$ cat config.mk
export PLATFORM = sky130hd
export DESIGN_NAME = axi_lite_regfile_flat
export DESIGN_NICKNAME = d
export VERILOG_FILES = /design/src/rtl/axi_lite_pkg.sv /design/src/rtl/axi_lite_regfile_if.sv /design/src/rtl/axi_lite_wr_ctrl.sv /design/src/rtl/axi_lite_regfile.sv /design/src/flat_wrapper.sv
export SDC_FILE = /design/constraint.sdc
export NUM_CORES = 1
export LEC_CHECK = 0
export BUFFER_PORTS_ARGS = -buffer_cell sky130_fd_sc_hd__buf_4
export CAP_MARGIN = 20
export CORE_AREA = 2 2 264 266
export CTS_CLUSTER_DIAMETER = 60
export CTS_CLUSTER_SIZE = 16
export DETAILED_ROUTE_END_ITERATION = 10
export DIE_AREA = 0 0 266 268
export GPL_TIMING_DRIVEN = 0
export PLACE_DENSITY = 0.61
export SYNTH_ARGS = -nofsm -noshare
export SYNTH_HDL_FRONTEND = slang
export SYNTH_SLANG_ARGS = --single-unit
$ cat constraint.sdc
create_clock -name aclk -period 7.1 [get_ports aclk]
set_input_delay 1.42 -clock aclk [delete_from_list [all_inputs] [get_ports aclk]]
set_output_delay 1.42 -clock aclk [all_outputs]
set_load 0.05 [all_outputs]
$ cat src/rtl/axi_lite_pkg.sv
// Shared encodings and helpers for the AXI4-Lite register file.
// Latency: none, declarations only.
// Backpressure: not applicable.
package axi_lite_pkg;

    localparam logic [1:0] S_WRIDLE  = 2'd0;
    localparam logic [1:0] S_WRWAITD = 2'd1;
    localparam logic [1:0] S_WRWAITA = 2'd2;
    localparam logic [1:0] S_WRRESP  = 2'd3;

    localparam logic S_RDIDLE = 1'b0;
    localparam logic S_RDDATA = 1'b1;

    localparam logic [1:0] RESP_OKAY   = 2'b00;
    localparam logic [1:0] RESP_SLVERR = 2'b10;

    function automatic logic [31:0] strb_mask(input logic [3:0] strb);
        logic [31:0] m;
        for (int b = 0; b < 4; b++) begin
            m[8*b +: 8] = {8{strb[b]}};
        end
        return m;
    endfunction

endpackage

$ cat src/rtl/axi_lite_regfile_if.sv
// AXI4-Lite bus bundle; the instance name supplies the s_axi_ prefix.
// Latency: none, wires only.
// Backpressure: carried by the valid/ready pairs of each channel.
interface axi_lite_regfile_if;
    logic [31:0] awaddr;
    logic        awvalid;
    logic        awready;
    logic [31:0] wdata;
    logic [3:0]  wstrb;
    logic        wvalid;
    logic        wready;
    logic [1:0]  bresp;
    logic        bvalid;
    logic        bready;
    logic [31:0] araddr;
    logic        arvalid;
    logic        arready;
    logic [31:0] rdata;
    logic [1:0]  rresp;
    logic        rvalid;
    logic        rready;

    modport slave (
        input  awaddr, awvalid, output awready,
        input  wdata, wstrb, wvalid, output wready,
        output bresp, bvalid, input  bready,
        input  araddr, arvalid, output arready,
        output rdata, rresp, rvalid, input  rready
    );

    modport master (
        output awaddr, awvalid, input  awready,
        output wdata, wstrb, wvalid, input  wready,
        input  bresp, bvalid, output bready,
        output araddr, arvalid, input  arready,
        input  rdata, rresp, rvalid, output rready
    );
endinterface

$ cat src/rtl/axi_lite_wr_ctrl.sv
// Write-channel FSM: accepts AW and W in any order, emits one commit strobe per write.
// Latency: commit is asserted in the cycle of the final AW/W handshake; bvalid follows one cycle later.
// Backpressure: AW/W stall while a response is outstanding; bvalid holds until bready.
module axi_lite_wr_ctrl
    import axi_lite_pkg::*;
#(
    parameter int IDX_W = 6
) (
    input  logic             aclk,
    input  logic             areset,
    input  logic [IDX_W-1:0] aw_idx,
    input  logic             awvalid,
    output logic             awready,
    input  logic [31:0]      wdata,
    input  logic [3:0]       wstrb,
    input  logic             wvalid,
    output logic             wready,
    output logic             bvalid,
    input  logic             bready,
    output logic             commit,
    output logic [IDX_W-1:0] commit_idx,
    output logic [31:0]      commit_data,
    output logic [31:0]      commit_mask
);

    logic [1:0]       state;
    logic [IDX_W-1:0] idx_q;
    logic [31:0]      data_q;
    logic [3:0]       strb_q;
    logic             aw_hs;
    logic             w_hs;

    // Readies come from state only, so no valid-to-ready path exists.
    assign awready = !areset && (state == S_WRIDLE || state == S_WRWAITA);
    assign wready  = !areset && (state == S_WRIDLE || state == S_WRWAITD);
    assign bvalid  = (state == S_WRRESP);
    assign aw_hs   = awvalid && awready;
    assign w_hs    = wvalid && wready;

    always_comb begin
        commit = 1'b0;
        case (state)
            S_WRIDLE:  commit = aw_hs && w_hs;
            S_WRWAITD: commit = w_hs;
            S_WRWAITA: commit = aw_hs;
            default:   commit = 1'b0;
        endcase
        commit_idx  = aw_hs ? aw_idx : idx_q;
        commit_data = w_hs ? wdata : data_q;
        commit_mask = strb_mask(w_hs ? wstrb : strb_q);
    end

    always_ff @(posedge aclk) begin
        if (areset) begin
            state  <= S_WRIDLE;
            idx_q  <= '0;
            data_q <= '0;
            strb_q <= '0;
        end else begin
            case (state)
                S_WRIDLE: begin
                    if (aw_hs && w_hs) begin
                        state <= S_WRRESP;
                    end else if (aw_hs) begin
                        idx_q <= aw_idx;
                        state <= S_WRWAITD;
                    end else if (w_hs) begin
                        data_q <= wdata;
                        strb_q <= wstrb;
                        state  <= S_WRWAITA;
                    end
                end
                S_WRWAITD: if (w_hs)   state <= S_WRRESP;
                S_WRWAITA: if (aw_hs)  state <= S_WRRESP;
                default:   if (bready) state <= S_WRIDLE;
            endcase
        end
    end

endmodule

$ cat src/rtl/axi_lite_regfile.sv
// AXI4-Lite register file with read-only status slots and per-register strobes; AXIL_SLVERR_EN enables SLVERR responses.
// Latency: bvalid/reg_out/wr_pulse one cycle after the last write handshake; rvalid/rd_pulse one cycle after AR.
// Backpressure: each channel holds its response until bready/rready and accepts nothing new meanwhile.
module axi_lite_regfile
    import axi_lite_pkg::*;
#(
    parameter int                    C_NUM_REGS  = 8,
    parameter int                    C_ADDR_BITS = 8,
    parameter logic [C_NUM_REGS-1:0] C_RO_MASK   = '0
) (
    input  logic                      aclk,
    input  logic                      areset,
    axi_lite_regfile_if.slave         s_axi,
    output logic [32*C_NUM_REGS-1:0]  reg_out,
    input  logic [32*C_NUM_REGS-1:0]  reg_in,
    output logic [C_NUM_REGS-1:0]     wr_pulse,
    output logic [C_NUM_REGS-1:0]     rd_pulse
);

    localparam int IDX_W = C_ADDR_BITS - 2;

    logic [31:0]      regs [C_NUM_REGS];
    logic             commit;
    logic [IDX_W-1:0] commit_idx;
    logic [31:0]      commit_data;
    logic [31:0]      commit_mask;
    logic             wr_hit;
    logic             wr_ro;
    logic             wr_ok;
    logic [1:0]       wr_resp;
    logic [1:0]       bresp_q;

    logic             rd_state;
    logic             ar_hs;
    logic [IDX_W-1:0] ar_idx;
    logic [31:0]      rd_val;
    logic             rd_hit;
    logic             rd_ro;
    logic [C_NUM_REGS-1:0] rd_onehot;
    logic [1:0]       rd_resp;
    logic [31:0]      rdata_q;
    logic [1:0]       rresp_q;

    logic unused_addr_bits;
    assign unused_addr_bits = &{1'b0, s_axi.awaddr[31:C_ADDR_BITS], s_axi.awaddr[1:0],
                                s_axi.araddr[31:C_ADDR_BITS], s_axi.araddr[1:0]};

    axi_lite_wr_ctrl #(.IDX_W(IDX_W)) u_wr_ctrl (
        .aclk        (aclk),
        .areset      (areset),
        .aw_idx      (s_axi.awaddr[C_ADDR_BITS-1:2]),
        .awvalid     (s_axi.awvalid),
        .awready     (s_axi.awready),
        .wdata       (s_axi.wdata),
        .wstrb       (s_axi.wstrb),
        .wvalid      (s_axi.wvalid),
        .wready      (s_axi.wready),
        .bvalid      (s_axi.bvalid),
        .bready      (s_axi.bready),
        .commit      (commit),
        .commit_idx  (commit_idx),
        .commit_data (commit_data),
        .commit_mask (commit_mask)
    );

    always_comb begin
        wr_hit = 1'b0;
        wr_ro  = 1'b0;
        for (int i = 0; i < C_NUM_REGS; i++) begin
            if (commit_idx == IDX_W'(i)) begin
                wr_hit = 1'b1;
                wr_ro  = C_RO_MASK[i];
            end
        end
    end

    assign wr_ok = wr_hit && !wr_ro;

`ifdef AXIL_SLVERR_EN
    assign wr_resp = wr_ok ? RESP_OKAY : RESP_SLVERR;
    assign rd_resp = (rd_hit && !rd_ro) || (rd_hit && rd_ro) ? RESP_OKAY : RESP_SLVERR;
`else
    assign wr_resp = RESP_OKAY;
    assign rd_resp = RESP_OKAY;
`endif

    always_ff @(posedge aclk) begin
        if (areset) begin
            for (int i = 0; i < C_NUM_REGS; i++) regs[i] <= '0;
            wr_pulse <= '0;
            bresp_q  <= RESP_OKAY;
        end else begin
            wr_pulse <= '0;
            if (commit) begin
                bresp_q <= wr_resp;
                for (int i = 0; i < C_NUM_REGS; i++) begin
                    if (wr_ok && commit_idx == IDX_W'(i)) begin
                        regs[i]     <= (commit_data & commit_mask) | (regs[i] & ~commit_mask);
                        wr_pulse[i] <= 1'b1;
                    end
                end
            end
        end
    end

    assign s_axi.bresp = bresp_q;

    for (genvar g = 0; g < C_NUM_REGS; g++) begin : g_out
        assign reg_out[32*g +: 32] = C_RO_MASK[g] ? 32'h0 : regs[g];
    end

    assign s_axi.arready = !areset && (rd_state == S_RDIDLE);
    assign s_axi.rvalid  = (rd_state == S_RDDATA);
    assign ar_hs         = s_axi.arvalid && s_axi.arready;
    assign ar_idx        = s_axi.araddr[C_ADDR_BITS-1:2];

    // Reads sample the array before any same-edge commit lands.
    always_comb begin
        rd_val    = '0;
        rd_hit    = 1'b0;
        rd_ro     = 1'b0;
        rd_onehot = '0;
        for (int i = 0; i < C_NUM_REGS; i++) begin
            if (ar_idx == IDX_W'(i)) begin
                rd_hit       = 1'b1;
                rd_ro        = C_RO_MASK[i];
                rd_onehot[i] = 1'b1;
                rd_val       = C_RO_MASK[i] ? reg_in[32*i +: 32] : regs[i];
            end
        end
    end

    always_ff @(posedge aclk) begin
        if (areset) begin
            rd_state <= S_RDIDLE;
            rdata_q  <= '0;
            rresp_q  <= RESP_OKAY;
            rd_pulse <= '0;
        end else begin
            rd_pulse <= '0;
            if (rd_state == S_RDIDLE) begin
                if (ar_hs) begin
                    rdata_q  <= rd_val;
                    rresp_q  <= rd_resp;
                    rd_pulse <= rd_onehot;
                    rd_state <= S_RDDATA;
                end
            end else if (s_axi.rready) begin
                rd_state <= S_RDIDLE;
            end
        end
    end

    assign s_axi.rdata = rdata_q;
    assign s_axi.rresp = rresp_q;

endmodule
$ cat src/flat_wrapper.sv
// flat-port wrapper written by rule: the top's interface ports become plain ports
module axi_lite_regfile_flat import axi_lite_pkg::*;
#(
    parameter int                    C_NUM_REGS  = 8,
    parameter int                    C_ADDR_BITS = 8,
    parameter logic [C_NUM_REGS-1:0] C_RO_MASK   = '0
)
  (aclk, areset, reg_out, reg_in, wr_pulse, rd_pulse, s_axi_awaddr, s_axi_awvalid, s_axi_awready, s_axi_wdata, s_axi_wstrb, s_axi_wvalid, s_axi_wready, s_axi_bresp, s_axi_bvalid, s_axi_bready, s_axi_araddr, s_axi_arvalid, s_axi_arready, s_axi_rdata, s_axi_rresp, s_axi_rvalid, s_axi_rready);
  axi_lite_regfile_if s_axi_i ();
  input  logic aclk;
  input  logic areset;
  output logic [32*C_NUM_REGS-1:0] reg_out;
  input  logic [32*C_NUM_REGS-1:0] reg_in;
  output logic [C_NUM_REGS-1:0] wr_pulse;
  output logic [C_NUM_REGS-1:0] rd_pulse;
  input wire logic [$bits(s_axi_i.awaddr)-1:0] s_axi_awaddr;
  input wire logic [$bits(s_axi_i.awvalid)-1:0] s_axi_awvalid;
  output wire logic [$bits(s_axi_i.awready)-1:0] s_axi_awready;
  input wire logic [$bits(s_axi_i.wdata)-1:0] s_axi_wdata;
  input wire logic [$bits(s_axi_i.wstrb)-1:0] s_axi_wstrb;
  input wire logic [$bits(s_axi_i.wvalid)-1:0] s_axi_wvalid;
  output wire logic [$bits(s_axi_i.wready)-1:0] s_axi_wready;
  output wire logic [$bits(s_axi_i.bresp)-1:0] s_axi_bresp;
  output wire logic [$bits(s_axi_i.bvalid)-1:0] s_axi_bvalid;
  input wire logic [$bits(s_axi_i.bready)-1:0] s_axi_bready;
  input wire logic [$bits(s_axi_i.araddr)-1:0] s_axi_araddr;
  input wire logic [$bits(s_axi_i.arvalid)-1:0] s_axi_arvalid;
  output wire logic [$bits(s_axi_i.arready)-1:0] s_axi_arready;
  output wire logic [$bits(s_axi_i.rdata)-1:0] s_axi_rdata;
  output wire logic [$bits(s_axi_i.rresp)-1:0] s_axi_rresp;
  output wire logic [$bits(s_axi_i.rvalid)-1:0] s_axi_rvalid;
  input wire logic [$bits(s_axi_i.rready)-1:0] s_axi_rready;
  assign s_axi_i.awaddr = s_axi_awaddr;
  assign s_axi_i.awvalid = s_axi_awvalid;
  assign s_axi_awready = s_axi_i.awready;
  assign s_axi_i.wdata = s_axi_wdata;
  assign s_axi_i.wstrb = s_axi_wstrb;
  assign s_axi_i.wvalid = s_axi_wvalid;
  assign s_axi_wready = s_axi_i.wready;
  assign s_axi_bresp = s_axi_i.bresp;
  assign s_axi_bvalid = s_axi_i.bvalid;
  assign s_axi_i.bready = s_axi_bready;
  assign s_axi_i.araddr = s_axi_araddr;
  assign s_axi_i.arvalid = s_axi_arvalid;
  assign s_axi_arready = s_axi_i.arready;
  assign s_axi_rdata = s_axi_i.rdata;
  assign s_axi_rresp = s_axi_i.rresp;
  assign s_axi_rvalid = s_axi_i.rvalid;
  assign s_axi_i.rready = s_axi_rready;
  axi_lite_regfile #(.C_NUM_REGS(C_NUM_REGS), .C_ADDR_BITS(C_ADDR_BITS), .C_RO_MASK(C_RO_MASK)) u_core (.aclk(aclk), .areset(areset), .s_axi(s_axi_i), .reg_out(reg_out), .reg_in(reg_in), .wr_pulse(wr_pulse), .rd_pulse(rd_pulse));
endmodule
Yosys cells after proc, flatten, opt, wreduce, memory -nomap -nowiden
Memories as Yosys holds them, arrays and structs flattened.
Index checks and enable logic that the tools add are counted.
Storage, ports and cells
  flip-flop bits (word level): 93
  RAM bits: 256
  output and inout port bits: 313
  logic and storage cells: 168
  memories kept: 1
Operators by class
  equality and inequality tests: 20
  multiplexer cells: 80
  bitwise gates (word level): 31
  reduce and logical (&&, ||, !) cells: 28
Memories
  u_core.regs: words 8, bits a word 32, read ports 8, clocked after Yosys merged registers in 0, wr ports 8, line axi_lite_regfile.sv:22  | logic [31:0] regs [C_NUM_REGS];
Operator list (number)
  32-bit 2-to-1 mux: 17
  32-bit AND: 9
  32-bit OR: 8
  1-bit 2-to-1 mux: 53
  6-bit by 3-bit == test with 1-bit output (second input constant): 8
  32-bit NOT: 1
  6-bit by 2-bit == test with 1-bit output (second input constant): 4
  1-bit logical AND: 15
  6-bit by 1-bit == test with 1-bit output (second input constant): 2
  6-bit logical NOT: 2
  2-bit 2-to-1 mux: 6
  1-bit OR: 8
  6-bit 2-to-1 mux: 1
  2-bit one-hot mux with 3 select lines: 1
  1-bit NOT: 5
  2-bit == test (second input constant): 2
  4-bit 2-to-1 mux: 1
  2-bit inequality test (second input constant): 2
  4-bit by 3-bit inequality test with 1-bit output (second input constant): 1
  2-bit AND reduction: 2
  4-bit AND reduction: 1
  4-bit nonzero test: 1
  1-bit one-hot mux with 3 select lines: 1
  3-bit AND reduction: 1
  6 further kinds: 7

Depth between registers and ports, before layout
Gate-level depths: netlist (run 1).
  depth after elaboration: 20
  depth in mapped cells: 11
  depth with buffers taken out: 6

Cells and area by module
Synthesis (run 1) repeated with hierarchy kept, for this count alone.
Unflattened totals
  cell total of the unflattened synthesis: 1519
  area total of the unflattened synthesis: 17036.3 µm²
Modules (own cells, without submodules)
  axi_lite_regfile: instances 1, cells an instance 1235, area each 14609.0 µm², seq. area each 8668.3 µm²
  axi_lite_wr_ctrl: instances 1, cells an instance 284, area each 2427.3 µm², seq. area each 880.8 µm²

Least setup slack after synthesis (run 1)
No wires, ideal clock.
  kind: input-to-reg
  from: input port s_axi_awaddr[6]
  to: memory u_core.regs[4][0] (netlist: u_core.regs[1][0]), enable pin
  data arrival time: 3.913 ns
  data required time: 6.672 ns
  slack: 2.759 ns
  stages on the path: 4
  buffers on the path: 1
  cells stage by stage: nor4b_1 a22oi_1 buf_2 o21bai_1
RTL lines
  start, declared: line flat_wrapper.sv:16  | input wire logic [$bits(s_axi_i.awaddr)-1:0] s_axi_awaddr;
  end, declared: line axi_lite_regfile.sv:22

Final worst setup path (run 1)
  from: input port areset
  to: output port s_axi_wready
Between the ends
  word-level cells in the longest chain between the ends: 2
Ends and longest elaborated chain
  start, declared: line flat_wrapper.sv:11  | input logic areset;
  1-bit logical NOT: line axi_lite_wr_ctrl.sv:35  | assign wready = !areset && (state == S_WRIDLE || state == S_WRWAITD);
  1-bit logical AND: line axi_lite_wr_ctrl.sv:35
  end, declared: line flat_wrapper.sv:22  | output wire logic [$bits(s_axi_i.wready)-1:0] s_axi_wready;
No other way between the ends.

==> results of run 1 <==
[sequential cells by signal, indices dropped and copies added, names as in the netlist]
register and flops:
u_core.regs 256, u_core.s_axi.rdata 32, u_core.u_wr_ctrl.data_q 32, u_core.rd_pulse 8, u_core.wr_pulse 8, u_core.u_wr_ctrl.idx_q 6
u_core.u_wr_ctrl.strb_q 4, u_core.u_wr_ctrl.state 2, u_core.s_axi.rvalid 1
[per-layer routing]
metal | share of wire, % | GRT usage [%] | up-vias | wire length, µm
met3 | 14 | 9.58 | 85 | 12600
met5 | 0 | 0 | - | 0
met2 | 43 | 36.1 | 1119 | 38500
li1 | - | - | 7079 | -
met1 | 41 | 33.3 | 8466 | 36600
met4 | 1.4 | 4.33 | 0 | 1220
[cell families (layout without fill, tap and decap cells)]
family	after synthesis	after routing
AO/OA/AOI/OAI	235	235
flip-flops	349	349
adder cells (fa/ha/maj)	4	4
multiplexers	39	39
AND/OR/NAND/NOR	757	757
other	1	4
buffers and inverters	184	623
[per-stage QoR]
stage	cells	setup WS (ns)	area (µm²)
after floorplan	1572	2.76	19100
after global placement	2816	0.676	22900
after detailed placement	2825	2.32	23200
after CTS	2892	2.27	24500
after global routing	2893	2.21	24500
final	2893	2.28	24500
[layout by cell type, fill, tap and decap left out, types with 31 or more instances in the layout]
master,n
a21oi_1,35
a221oi_4,32
a31oi_1,31
and2_1,39
and3_1,40
buf_2,71
buf_4,370
clkbuf_1,84
clkbuf_16,40
dfxtp_1,93
edfxtp_1,256
mux4_2,32
nand2_1,69
nor2_1,31
nor3_1,291
nor3_2,32
nor4_2,185
o22ai_1,31
or2_2,31
[final cells by class]
cell class                      instances  share of cell area, %
Clock buffer                           42                   4.12
Clock inverter                         25                  0.951
Sequential cell                       349                   39.0
Multi-Input combinational cell       1039                   35.6
Timing Repair Buffer                  372                   12.1
Buffer                                180                   3.67
Tap cell                              882                   4.51
Inverter                                4                 0.0614
[worst reg2reg max path, delay by kind of cell, from the launching register on]
kind	cells	cell delay, ns
buffers and inverters	3	1.23
AOI/OAI and AO/OA	2	1.20
and+or+nand+nor	2	0.50
DFF	1	0.39
adders and majority gates	1	0.24
[power by group through the flow]
stage	registers, µW	clock network [µW]	logic (µW)
4_1_cts	2570	2070	2860
3_5_place_dp	2620	0	2860
6_report	2580	2070	2900
5_1_grt	2590	2150	3030
2_1_floorplan	3010	0	1470
3_3_place_gp	2620	0	2780
[path summary, 6_finish.rpt]
| check | slack (ns) | to | from |
|---|---|---|---|
| setup / recovery | 2.28 | s_axi_wready | areset |
| hold / removal | 0.50 | u_core.u_wr_ctrl.data_q[4]$_SDFFE_PP0P_ | u_core.u_wr_ctrl.data_q[4]$_SDFFE_PP0P_ |
| setup reg to reg | 3.26 | u_core.regs[1][108]$_SDFFCE_PP0P_ | u_core.u_wr_ctrl.state[0]$_SDFFE_PP0P_ |
| hold reg to reg | 0.50 | u_core.u_wr_ctrl.data_q[4]$_SDFFE_PP0P_ | u_core.u_wr_ctrl.data_q[4]$_SDFFE_PP0P_ |
==> flow_summary_export.csv, run 1 <==
group,metric,value,unit
global_route,antenna_found_initial,2,
critical_path,cp-start-kind,"input pin",
sta,finalCritPeriodShare,67.9,%
die,ios,676,
final_layout,n_fill_cell,6816,
logic_synthesis,synth-compound-area-share,11.9,%
power_and_ir_drop,clkPwrFrac,27.4,%
place,gp_congestion,0.880,
logic_synthesis,syn_area_per_cell,12.2,µm²
final_layout,seqCellArea,0.00955,mm²
die,initial_core_util,27.9,%
final_layout,nNetsFinal,2350,
logic_synthesis,synth_common_cells,"nor3_1 (291), edfxtp_1 (256), nor4_2 (184), dfxtp_1 (93), clkbuf_1 (82)",
power_and_ir_drop,power,7560,µW
power_and_ir_drop,power_frac_seq,34.2,%
sta,finalHoldViolations,0,
final_layout,area_growth,28.4,%
critical_path,end_kind,"output pin",
sta,setup_tns,0,ns
global_route,grt_pass1_wl,123000,µm
logic_synthesis,yosys-mux-area-fraction,4.15,%
clock_network,cts-root-buf,"clkbuf_16",
power_and_ir_drop,power.density,309,mW/mm²
sta,slew_headroom,9.78,%
sta,maxSlewViolCount,0,
logic_synthesis,synth_edf_count,256,
logic_synthesis,yosys.area.top_type,"edfxtp_1",
critical_path,path_max_fanout,10,
logic_synthesis,seq_area_frac_synth,50.1,%
power_and_ir_drop,combPwrFrac,38.4,%
clock_network,clock_latency,0.58,ns
sta,holdWs,0.496,ns
critical_path,worstRegToRegCells,8,
die,fp.dieW,266,µm
logic_synthesis,synth-simple-area-share,28.8,%
global_route,grt_max_degree,25,
sta,period_minus_slack,4.82,ns
power_and_ir_drop,peakVddDrop,163,µV
global_route,track_usage,24.2,%
critical_path,cpPeakStageDelay,0.75,ns
clock_network,ctsHoldBuffers,0,
critical_path,crit_family,"buffers and inverters",
die,fp.dieH,268,µm
clock_network,clock_sinks,349,
sta,rsz0062_at_grt,"no",
detailed_routing,wirelength,88900,µm
sta,max_slew.worst_pin.slew,1.35,ns
critical_path,worstPathArrival,3.40,ns
sta,skew,0.0240,ns
power_and_ir_drop,power_switching,3290,µW
global_route,overflow,0,
critical_path,path_cells,"buf_4 -> buf_2 -> clkbuf_1 -> clkbuf_1 -> nor2_1 -> buf_4",
clock_network,cts_inserted_buffers,37,
clock_network,htree_levels,2,
clock_network,postCtsSetupBuffers,0,
final_layout,diodes,0,
clock_network,cts_resized,0,
clock_network,cts_tree,"yes",
place,place_hpwl,69500,µm
global_route,first_global_vias,15997,
power_and_ir_drop,p_int,4270,µW
logic_synthesis,synth_area_leaders,"edfxtp_1 (40%), nor4_2 (12%), dfxtp_1 (9.8%), nor3_1 (7.6%), a221oi_4 (4.4%)",
worst_hold_path,hold_path_depth,2,
logic_synthesis,netlist.area_leader.share,40.3,%
die,die_area,0.0713,mm²
critical_path,critPathBufInv,5,
sta,finalSetupViolCount,0,
final_layout,multi_input_area,0.00871,mm²
logic_synthesis,synth_top_family_by_area,"simple AND/OR/NAND/NOR gates",
critical_path,worstPathRequired,5.68,ns
place,portBuffers,362,
detailed_routing,wl_per_cell,30.7,µm
power_and_ir_drop,power.share.switching,43.5,%
logic_synthesis,synth_area,0.0191,mm²
logic_synthesis,synth-seq-cells,349,
logic_synthesis,synthFlopType,"edfxtp_1",
sta,fmax,207,MHz
critical_path,worstSetupPathDepth,6,
clock_network,clkTransAtPathRegs,0.07,ns
logic_synthesis,synth-warning-count,0,
run_status,status,"complete, no violations",
critical_path,worstSetupPathType,"in -> out",
final_layout,fin_util,35.9,%
job,max_cap_viol_count,0,
logic_synthesis,syn_inst,1569,
detailed_routing,viasPerCell,5.79,
die,rows,96,
logic_synthesis,synth-xor-area-share,0,%
detailed_routing,ant_nets,0,
die,core_area,0.0682,mm²
detailed_routing,firstDrtPassIters,7,
logic_synthesis,yosysMostFrequentCell,"nor3_1",
power_and_ir_drop,leakage,0.00836,µW
logic_synthesis,async_flop_share,0,%
clock_network,cts_buffer_depth,3,
logic_synthesis,synth_adder_area_share,0.263,%
logic_synthesis,netlist-cell-type-count,65,
final_layout,drive_gt1_share,43.1,%
detailed_routing,vias,16749,
detailed_routing,drtIter0Drc,2300,
detailed_routing,drc,0,
critical_path,critPathSlowestCell,"clkbuf_1",
worst_hold_path,hp-class,"reg -> reg",
Note: power is estimated with default switching activity, not from simulation.
==> run 2: changes to the inputs <==
--- a/config.mk
+++ b/config.mk
@@ -13,7 +13,7 @@
 export DETAILED_ROUTE_END_ITERATION = 10
 export DIE_AREA = 0 0 266 268
 export GPL_TIMING_DRIVEN = 0
-export PLACE_DENSITY = 0.61
+export PLACE_DENSITY = 0.63
 export SYNTH_ARGS = -nofsm -noshare
 export SYNTH_HDL_FRONTEND = slang
 export SYNTH_SLANG_ARGS = --single-unit
==> constraint.sdc (replaced) <==
create_clock -name aclk -period 4 [get_ports aclk]
set_input_delay 0.8 -clock aclk [delete_from_list [all_inputs] [get_ports aclk]]
set_output_delay 0.8 -clock aclk [all_outputs]
set_load 0.05 [all_outputs]
==> flow_summary_export.csv, run 2 (same netlist as run 1, synthesis figures left out) <==
group,metric,value,unit
run_status,status,"complete, no violations",
clock_network,htree_levels,2,
detailed_routing,drtIter0Drc,2041,
final_layout,layout_commonest_cell,"buf_4",
clock_network,cts_tree,"yes",
detailed_routing,wirelength,89500,µm
clock_network,cts_buffer_depth,3,
critical_path,cp-start-kind,"register",
global_route,antenna_found_initial,0,
die,fp.dieH,268,µm
power_and_ir_drop,power.density,551,mW/mm²
detailed_routing,firstDrtPassIters,7,
die,core_area,0.0682,mm²
final_layout,fin_cells,2895,
sta,holdWs,0.473,ns
clock_network,cts_inserted_buffers,38,
final_layout,fin_util,35.9,%
job,max_cap_viol_count,0,
sta,max_slew.worst_pin.slew,1.36,ns
detailed_routing,viasPerCell,5.79,
clock_network,ctsHoldBuffers,0,
place,place_hpwl,70000,µm
sta,maxSlewViolCount,0,
sta,finalCritPeriodShare,96.4,%
clock_network,cts-root-buf,"clkbuf_16",
final_layout,diodes,0,
place,portBuffers,362,
global_route,grt_pass1_wl,125000,µm
final_layout,largest_register_ffs,256,
detailed_routing,vias,16751,
final_layout,largest-register,"u_core.regs",
final_layout,area_growth,28.5,%
detailed_routing,drc,0,
worst_hold_path,hp-class,"in -> reg",
clock_network,clock_sinks,349,
place,placed_cells,2825,
final_layout,nNetsFinal,2351,
final_layout,mostFrequentLayoutCells,"buf_4 (370), nor3_1 (291), edfxtp_1 (256), nor4_2 (185), dfxtp_1 (93)",
sta,skew,0.0377,ns
critical_path,worstPathArrival,4.18,ns
die,fp.dieW,266,µm
critical_path,end_kind,"register",
clock_network,postCtsSetupBuffers,0,
global_route,track_usage,24.4,%
sta,fmax,259,MHz
place,pre_cts_ws,0.153,ns
global_route,first_global_vias,16491,
sta,slew_headroom,9.13,%
sta,rsz0062_at_grt,"no",
detailed_routing,ant_nets,0,
critical_path,path_max_fanout,17,
power_and_ir_drop,peakVddDrop,342,µV
detailed_routing,wl_per_cell,30.9,µm
global_route,grt_max_degree,25,
sta,period_minus_slack,3.86,ns
sta,setup_slack,0.142,ns
clock_network,clock_latency,0.59,ns
die,ios,676,
die,die_area,0.0713,mm²
sta,finalSetupViolCount,0,
sta,setup_tns,0,ns
power_and_ir_drop,leakage,0.00835,µW
die,initial_core_util,27.9,%
critical_path,worstPathRequired,4.32,ns
global_route,overflow,0,
clock_network,clkTransAtPathRegs,0.07,ns
place,gp_congestion,0.886,
die,rows,96,
critical_path,worstSetupPathType,"reg -> reg",
clock_network,cts_resized,0,
sta,finalHoldViolations,0,
final_layout,drive_gt1_share,43.0,%
## run 2: path summary, 6_finish.rpt
| path | startpoint | to | slack, ns | cells past startpoint |
|---|---|---|---|---|
| min | s_axi_wdata[10] | u_core.u_wr_ctrl.data_q[10]$_SDFFE_PP0P_ | 0.47 | 3 |
| min reg2reg | u_core.u_wr_ctrl.data_q[29]$_SDFFE_PP0P_ | u_core.u_wr_ctrl.data_q[29]$_SDFFE_PP0P_ | 0.49 | 2 |
| max | u_core.u_wr_ctrl.state[0]$_SDFFE_PP0P_ | u_core.regs[1][108]$_SDFFCE_PP0P_ | 0.14 | 8 |
| max reg2reg | u_core.u_wr_ctrl.state[0]$_SDFFE_PP0P_ | u_core.regs[1][108]$_SDFFCE_PP0P_ | 0.14 | 8 |
## run 2: cell type report
type | count | area (µm²)
fill | 6794 | 43700
sequential | 349 | 9550
multi-input combinational | 1039 | 8710
timing repair buffer | 372 | 2950
tap | 882 | 1100
clock buffer | 43 | 991
buffer | 180 | 897
clock inverter | 26 | 285
inverter | 4 | 15.0
## run 2: routing by layer
metal	vias to the layer above	share of wire, %	GRT usage, %	wire length, µm
met4	0	1.8	5.07	1630
met1	8440	41	33.1	36300
met5	-	0	0	0
met3	115	15	10.1	13000
li1	7063	-	-	-
met2	1133	43	36.2	38500
## run 2: through the flow
step,total power [µW],cell area (µm²)
2_1_floorplan,7960,19100
3_3_place_gp,9600,22900
3_5_place_dp,9730,23200
4_1_cts,13400,24500
5_1_grt,13900,24500
6_report,13500,24500
## run 2: where the power goes
| part | total, µW | switching [µW] | internal [µW] |
|---|---|---|---|
| registers | 4580 | 336 | 4240 |
| logic | 5170 | 3790 | 1380 |
| clock network | 3750 | 1760 | 1990 |
## run 2: critical path, cell delays in order (launching register included)
cell and delay, ns:
dfxtp_1 0.39, inv_1 0.08, ha_1 0.24, or2_1 0.29
and3_1 0.21, o211ai_2 0.75, clkbuf_1 0.88, o21bai_4 0.44
buf_16 0.30
